**src/rtl/updown_mod_counter_pkg.sv**
```systemverilog
// rtl/updown_mod_counter_pkg.sv - shared direction and boundary-mode constants
package updown_mod_counter_pkg;

   // Direction encoding for up_dn
   localparam logic DIR_UP = 1'b1;
   localparam logic DIR_DN = 1'b0;

   // Boundary behaviour encoding for sat_mode
   localparam logic MODE_WRAP = 1'b0;
   localparam logic MODE_SAT  = 1'b1;

endpackage

```
**src/rtl/updown_mod_counter_tick_prescaler.sv**
```systemverilog
// rtl/updown_mod_counter_tick_prescaler.sv - divides en-high cycles into one tick per PRESCALE
module tick_prescaler #(
   parameter int unsigned PRESCALE = 1
) (
   input  logic clk,
   input  logic rst_n,
   input  logic en,
   input  logic clr,
   output logic tick
);

   generate
      if (PRESCALE == 1) begin : g_wire
         // Every enabled cycle is a tick; no state is needed.
         logic unused_in;
         assign unused_in = ^{clk, rst_n, clr};
         assign tick      = en;
      end else begin : g_cnt
         localparam int unsigned CW = $clog2(PRESCALE);
         localparam logic [CW-1:0] LAST = CW'(PRESCALE - 1);

         logic [CW-1:0] cnt_q;
         logic [CW-1:0] cnt_d;

         // Advance on enabled cycles, restart after the last phase or on clear.
         always_comb begin
            cnt_d = cnt_q;
            if (clr) begin
               cnt_d = '0;
            end else if (en) begin
               cnt_d = (cnt_q == LAST) ? '0 : cnt_q + CW'(1);
            end
         end

         // Phase register; reset discards any partial period.
         always_ff @(posedge clk or negedge rst_n) begin
            if (!rst_n) begin
               cnt_q <= '0;
            end else begin
               cnt_q <= cnt_d;
            end
         end

         assign tick = en && (cnt_q == LAST);
      end
   endgenerate

endmodule

```
**src/rtl/updown_mod_counter.sv**
```systemverilog
// rtl/updown_mod_counter.sv - prescaled up/down modulo counter with wrap/saturate and overflow flag
module updown_mod_counter
   import updown_mod_counter_pkg::*;
#(
   parameter int unsigned WIDTH    = 8,
   parameter int unsigned MAX_VAL  = (2 ** WIDTH) - 1,
   parameter int unsigned PRESCALE = 1
) (
   input  logic             clk,
   input  logic             rst_n,
   input  logic             en,
   input  logic             clr,
   input  logic             load,
   input  logic [WIDTH-1:0] load_val,
   input  logic             up_dn,
   input  logic             sat_mode,
   input  logic             ovf_clr,
   output logic [WIDTH-1:0] q,
   output logic             tc,
   output logic             ovf,
   output logic             at_max,
   output logic             at_min
);

   localparam logic [WIDTH-1:0] MAX_Q = WIDTH'(MAX_VAL);

   logic [WIDTH-1:0] q_q;
   logic [WIDTH-1:0] q_d;
   logic             tc_q;
   logic             tc_d;
   logic             ovf_q;
   logic             ovf_d;
   logic             tick;
   logic             pre_clr;

   // Load restarts the tick period just like clear does.
   assign pre_clr = clr || load;

   tick_prescaler #(
      .PRESCALE (PRESCALE)
   ) u_prescaler (
      .clk   (clk),
      .rst_n (rst_n),
      .en    (en),
      .clr   (pre_clr),
      .tick  (tick)
   );

   // Next count: clear beats load beats step; boundary steps raise tc.
   always_comb begin
      q_d  = q_q;
      tc_d = 1'b0;
      if (clr) begin
         q_d = '0;
      end else if (load) begin
         q_d = (load_val > MAX_Q) ? MAX_Q : load_val;
      end else if (tick) begin
         if (up_dn == DIR_UP) begin
            if (q_q >= MAX_Q) begin
               tc_d = 1'b1;
               q_d  = (sat_mode == MODE_SAT) ? MAX_Q : '0;
            end else begin
               q_d = q_q + WIDTH'(1);
            end
         end else begin
            if (q_q == '0) begin
               tc_d = 1'b1;
               q_d  = (sat_mode == MODE_SAT) ? '0 : MAX_Q;
            end else begin
               q_d = q_q - WIDTH'(1);
            end
         end
      end
      // A new boundary event wins over a simultaneous clear request.
      ovf_d = tc_d || (ovf_q && !ovf_clr);
   end

   // Count, pulse and sticky flag registers.
   always_ff @(posedge clk or negedge rst_n) begin
      if (!rst_n) begin
         q_q   <= '0;
         tc_q  <= 1'b0;
         ovf_q <= 1'b0;
      end else begin
         q_q   <= q_d;
         tc_q  <= tc_d;
         ovf_q <= ovf_d;
      end
   end

   assign q      = q_q;
   assign tc     = tc_q;
   assign ovf    = ovf_q;
   assign at_max = (q_q == MAX_Q);
   assign at_min = (q_q == '0);

endmodule

```
**config.mk**
```make
export PLATFORM = sky130hd
export DESIGN_NAME = updown_mod_counter
export DESIGN_NICKNAME = d
export VERILOG_FILES = /design/src/rtl/updown_mod_counter_pkg.sv /design/src/rtl/updown_mod_counter_tick_prescaler.sv /design/src/rtl/updown_mod_counter.sv
export SDC_FILE = /design/constraint.sdc
export NUM_CORES = 1
export LEC_CHECK = 0
export ABC_AREA = 1
export BUFFER_PORTS_ARGS = -buffer_cell sky130_fd_sc_hd__buf_2
export CAP_MARGIN = 30
export CORE_MARGIN = 2
export CORE_UTILIZATION = 42
export CTS_CLUSTER_DIAMETER = 40
export DETAILED_ROUTE_END_ITERATION = 7
export PLACE_DENSITY = 0.7
export SLEW_MARGIN = 20
export SYNTH_ARGS = -nofsm -noshare
export SYNTH_HDL_FRONTEND = slang
export SYNTH_HIERARCHICAL = 1
export SYNTH_SLANG_ARGS = --single-unit
```
**constraint.sdc**
```tcl
create_clock -name clk -period 1.61 [get_ports clk]
set_input_delay 0.161 -clock clk [delete_from_list [all_inputs] [get_ports clk]]
set_output_delay 0.161 -clock clk [all_outputs]
set_load 0.05 [all_outputs]
```
== After elaboration in Yosys (flattened, before gate mapping) ==
Cells that the tools add are included.
Widths: inputs -> output; s select.
Storage, ports and cells
  register bits: 10
  input port bits: 16
  output and inout bits: 12
  word-level logic and storage cells: 28
Cells by class
  add/subtract/negate cells: 2
  $lt $le $gt $ge: 2
  equality and inequality tests: 1
  mux-type cells: 15
  reduce and logical (&&, ||, !) cells: 5
Operator list (number)
  $mux 8: 9
  $add 8x1->8 const B: 1
  $eq 8x8->1 const B: 1
  $ge 8x8->1 const B: 1
  $gt 8x8->1 const B: 1
  $logic_not 8->1: 1
  $sub 8x1->8 const B: 1
  $mux 1: 6
  $reduce_bool 3->1: 1
  $logic_and 1x1->1: 1
  $logic_not 1->1: 1
  $logic_or 1x1->1: 1

== Logic depth before layout (Yosys ltp) ==
  depth in word-level cells: 7
  gate-level depth with buffers: 12
  depth with buffers taken out: 11

== Cells and area by module ==
The synthesis kept the hierarchy.
Modules (own cells, without submodules)
  updown_mod_counter: times used 1, cells each 175, area an instance 1037.2 um^2, sequential area each 250.2 um^2
  tick_prescaler: times used 1, cells each 1, area an instance 7.5 um^2, sequential area each 0.0 um^2

== Least setup slack after synthesis ==
No wires, ideal clock.
  kind: reg-to-reg
  start point: register q_q[0], in the netlist q[0]
  end point: register q_q[4], in the netlist q[4]
  setup time: 0.118 ns
  arrival: 1.816 ns
  required time: 1.492 ns
  slack: -0.325 ns
  cell stages (with the launch flop): 12
  buffers on the path: 0
  period minus slack after synthesis: 1.935 ns
  cells stage by stage: dfrtp_1 inv_1 ha_1 nand2_1 nor2_4 nand3_1 nand2_1 inv_2 nand3_1 nand2_1 nand2_1 nand2_1
On the way
  longest elaborated chain between the ends: 6
  elaborated cells between the ends (all ways): 10
  classes of those cells: add/sub: 2; order compare: 1; mux: 6; reduce/logical: 1
Ends and longest elaborated chain
  start: declaration: line updown_mod_counter.sv:27  | logic [WIDTH-1:0] q_q;
  start signal: assignment: line updown_mod_counter.sv:85  | q_q <= q_d;
  $logic_not 8->1
  via at_min: line updown_mod_counter.sv:22  | output logic at_min
  $mux 8: line updown_mod_counter.sv:66  | if (q_q == '0) begin
  $mux 8: line updown_mod_counter.sv:58  | if (up_dn == DIR_UP) begin
  $mux 8: line updown_mod_counter.sv:57  | end else if (tick) begin
  $mux 8: line updown_mod_counter.sv:55  | end else if (load) begin
  $mux 8: line updown_mod_counter.sv:53  | if (clr) begin
The timed path passes the listed nets, and every way through them passes these cells. The select of a mux whose other input is x is not followed.
A chain may end at the register's enable or synchronous reset.

== Worst setup path after layout ==
  start point: register q_q[0], in the netlist q[0]
  end point: output at_min
On the way
  longest elaborated chain between the ends: 1
Ends and longest elaborated chain
  $logic_not 8->1: line updown_mod_counter.sv:95  | assign at_min = (q_q == '0);
  end: declaration: line updown_mod_counter.sv:22
No other way between the ends.

==> results.txt <==
The tools report the sequential area share after synthesis as 0.2395. Summed over all nets, the switching power comes to 0.0004370 W. Share of the cycle needed by the critical path after routing: 0.9775. Count of final max-slew check failures: 0. The die covers 0.002903 mm^2. Summing all multi-input logic gate instances after layout gives 724.4 um^2. At the worst endpoint, the arrival time is 1.41 ns. In the layout the commonest cells are sky130_fd_sc_hd__nand2_1 (64), sky130_fd_sc_hd__buf_2 (25), sky130_fd_sc_hd__inv_1 (16), sky130_fd_sc_hd__nor2_1 (13).

TritonCTS created 3 clock buffers. The worst clock skew on the final layout was 0.004356 ns. The logs give 0.001045 mm^2 for the netlist area before placement and 1 for the H-tree depth. Entering global routing, the biggest net connects 11 pins. The region available for standard cell placement spans 0.002410 mm^2. The detail route stage leaves a number of antenna-violating nets equal to 0. Switching part of the total: 0.4554.

Setup repair after global routing could not meet its margin everywhere. The via count of the first global-routing pass is 1,115. The run gives 0 as the final hold violation count.

In this run the deepest clock path goes through 2 buffers. The logs give 0.6201 for the worst slew slack as a fraction of its limit and 4 for the number of detailed-routing iterations run before antenna repair. The die span in y was 53.88 um; the count of warnings emitted by yosys was 6.

The logs give 0.485 for the logic gate share of total power and 3014 um for the overall routed net length. The element type at the critical path start was a flop. Detailed-route DRC error count: 0. The number of vias after detailed routing is 1,194, and the overall power of the completed layout is 0.0009595 W. The run gives 0.338 as the fraction of power consumed by sequential logic.

After legalization and detailed placement, the total HPWL measured 2195 um. The tools report the initial antenna violation count as 0. The via density per instance is 4.954, and the relative contribution of the clock network to total power is 0.177. The library cell used most frequently in the layout, excluding fill and tap cells, is sky130_fd_sc_hd__nand2_1.

The tools report the number of nets in the layout as 232. The congestion estimate from routability-driven global placement came to 0.9757. The fraction of final layout cells with drive strength greater than 1 is 0.3791, and the number of diodes added for antenna fixing is 0.

The run gives 28 as the top-level I/O count. The total power per unit cell area was 695.9 mW/mm^2; the peak supply drop was 0.0004637 V. The global routing usage summed across all routing layers was 0.2294. The leakage component of the power is 0.7732 nW, and the average cell area after synthesis is 5.936 um^2.

The CTS root buffer is sky130_fd_sc_hd__clkbuf_4. Based on the critical path, the design can be clocked at up to 0.6354 GHz. Layout filler cell count: 249. The count of mapped cells out of synthesis was 176.

The total overflow left after global routing is 0. TritonCTS built the clock tree. The post-detailed-route wirelength per cell was 12.51 um. The tools report the type of destination of the critical path as an output pin.

The first routing iteration left 31 violations. The run finished with clean final reports. The effective utilization at floorplan came out at 0.4335. The tree built by TritonCTS fans out to 10 sinks.

The die extent in x is 53.88 um. The critical path is of the flop to output pin type. Clock-pin slew was measured on the worst setup and hold paths at 0.07 ns. In the final timing run, aggregate negative setup slack is 0 ns.

For the total area of sequential cells, the log shows 260.3 um^2. The post-layout minimum cycle time is 1.574 ns. In this run the worst path has a maximum fanout of 5. The wire length of the first global-routing pass came out at 4878 um. Setup violations remaining at the end of the flow were counted as 0. The path class of the tightest hold or removal check is input port to flop. The number of nets in the synthesized netlist is 195, and the register bit count reported by yosys is 10. The internal power was 0.0005225 W.

The max capacitance violation total was 0; the data required time of the critical path was 1.45 ns. After floorplanning, the core was divided into 18 placement rows. The signed area change from the synthesized netlist to the final layout is 31.98%, and the count of unique library cells instantiated by Yosys is 26. The slew at the pin closest to its max-slew limit was 0.5678 ns; the number of input and output port buffers inserted was 27. Latest clock arrival within the worst-skew pair: 0.26 ns.
[timing repair]
action	4_1_cts	5_1_grt
hold buffers	1	0
resized for setup	5	17
setup buffers	4	5
hold endpoints to repair	10	0
pin swaps	1	9
endpoints found under the setup margin	4	8
[stage by stage]
step / hold WS [ns] / area (um^2) / std cells / util / setup WS (ns)
2_1_floorplan: -0.1346 / 1081 / 176 / - / -0.1431
3_3_place_gp: 0.03530 / 1209 / 228 / 0.5016 / 0.03967
3_5_place_dp: 0.03779 / 1209 / 228 / 0.5016 / 0.01544
4_1_cts: 0.07573 / 1285 / 236 / 0.5332 / 0.008784
5_1_grt: 0.09219 / 1379 / 241 / 0.5722 / -0.04828
6_report: 0.07489 / 1379 / 241 / 0.5722 / 0.03623
[layout make-up]
type / count / share of cell area
Clock buffer: 3 / 0.01633
Inverter: 26 / 0.07350
Multi-Input combinational cell: 135 / 0.5254
Sequential cell: 10 / 0.1887
Tap cell: 30 / 0.02722
Timing Repair Buffer: 37 / 0.1688
[critical path: stages, from the launching register on]
cell	delay [ns]
sky130_fd_sc_hd__dfrtp_2	0.46
sky130_fd_sc_hd__inv_2	0.10
sky130_fd_sc_hd__ha_2	0.18
sky130_fd_sc_hd__nand2_1	0.08
sky130_fd_sc_hd__nor2_4	0.15
sky130_fd_sc_hd__buf_6	0.18
[cells in the mapped netlist]
| library cell | number | share of area |
|---|---|---|
| sky130_fd_sc_hd__clkinv_2 | 1 | 0.0048 |
| sky130_fd_sc_hd__o21ai_1 | 3 | 0.014 |
| sky130_fd_sc_hd__nand2_2 | 3 | 0.018 |
| sky130_fd_sc_hd__nand3_2 | 1 | 0.0096 |
| sky130_fd_sc_hd__nor2_2 | 3 | 0.018 |
| sky130_fd_sc_hd__xor2_1 | 4 | 0.034 |
| sky130_fd_sc_hd__ha_1 | 3 | 0.036 |
| sky130_fd_sc_hd__nand2_1 | 68 | 0.24 |
| sky130_fd_sc_hd__nand3_1 | 13 | 0.062 |
| sky130_fd_sc_hd__a21oi_1 | 2 | 0.0096 |
| sky130_fd_sc_hd__or2_1 | 1 | 0.0060 |
| sky130_fd_sc_hd__dfrtp_1 | 10 | 0.24 |
| sky130_fd_sc_hd__a21oi_2 | 1 | 0.0084 |
| sky130_fd_sc_hd__o21ai_2 | 1 | 0.0084 |
| sky130_fd_sc_hd__o22ai_1 | 1 | 0.0060 |
| sky130_fd_sc_hd__o21ai_0 | 10 | 0.048 |
| sky130_fd_sc_hd__buf_4 | 2 | 0.014 |
| sky130_fd_sc_hd__nor3_4 | 1 | 0.016 |
| sky130_fd_sc_hd__inv_1 | 19 | 0.068 |
| sky130_fd_sc_hd__xnor2_1 | 2 | 0.017 |
| sky130_fd_sc_hd__inv_2 | 6 | 0.022 |
| sky130_fd_sc_hd__nand4_1 | 2 | 0.012 |
| sky130_fd_sc_hd__buf_1 | 1 | 0.0036 |
| sky130_fd_sc_hd__nor2_1 | 14 | 0.050 |
| sky130_fd_sc_hd__nor2_4 | 2 | 0.022 |
| sky130_fd_sc_hd__buf_2 | 2 | 0.0096 |
[metal layers]
metal	GRT usage	wire, um	vias to the layer above
li1	-	-	608
met1	0.2990	1322	555
met2	0.4024	1567	29
met3	0.02500	108	2
met4	0.05128	16	0
met5	0	0	-
[state kept, by name (all words and copies together), names as in the netlist]
signal  flops
ovf         1
tc          1
q           8
[path summary, 6_finish.rpt]
check	start	end	slack [ns]	cells past startpoint
max	q[0]$_DFFE_PN0P_	at_min	0.04	5
min	ovf_clr	ovf$_DFF_PN0_	0.07	2
max reg2reg	q[0]$_DFFE_PN0P_	q[5]$_DFFE_PN0P_	0.06	10
min reg2reg	ovf$_DFF_PN0_	ovf$_DFF_PN0_	0.54	2
max in group asynchronous	rst_n	q[7]$_DFFE_PN0P_	1.04	2
min in group asynchronous	rst_n	ovf$_DFF_PN0_	0.35	2
[power groups by stage]
stage                     clock, W  combinational [W]  sequential, W
after floorplan                  0           0.000271       0.000374
after global placement           0           0.000408       0.000323
after detailed placement         0           0.000413       0.000325
after CTS                 0.000174           0.000429       0.000319
after global routing      0.000189           0.000514       0.000327
final                     0.000170           0.000465       0.000324
[kinds of logic (layout without fill, tap and decap cells)]
| kind of cell | count (synthesis) | count (layout) | synth area share |
|---|---|---|---|
| xor+xnor | 6 | 6 | 0.05030 |
| flops | 10 | 10 | 0.2395 |
| fa+ha+maj | 3 | 3 | 0.03593 |
| buf+inv | 31 | 66 | 0.1221 |
| compound gates | 18 | 18 | 0.09462 |
| simple gates | 108 | 108 | 0.4575 |
(Power assumes the default switching activity.)
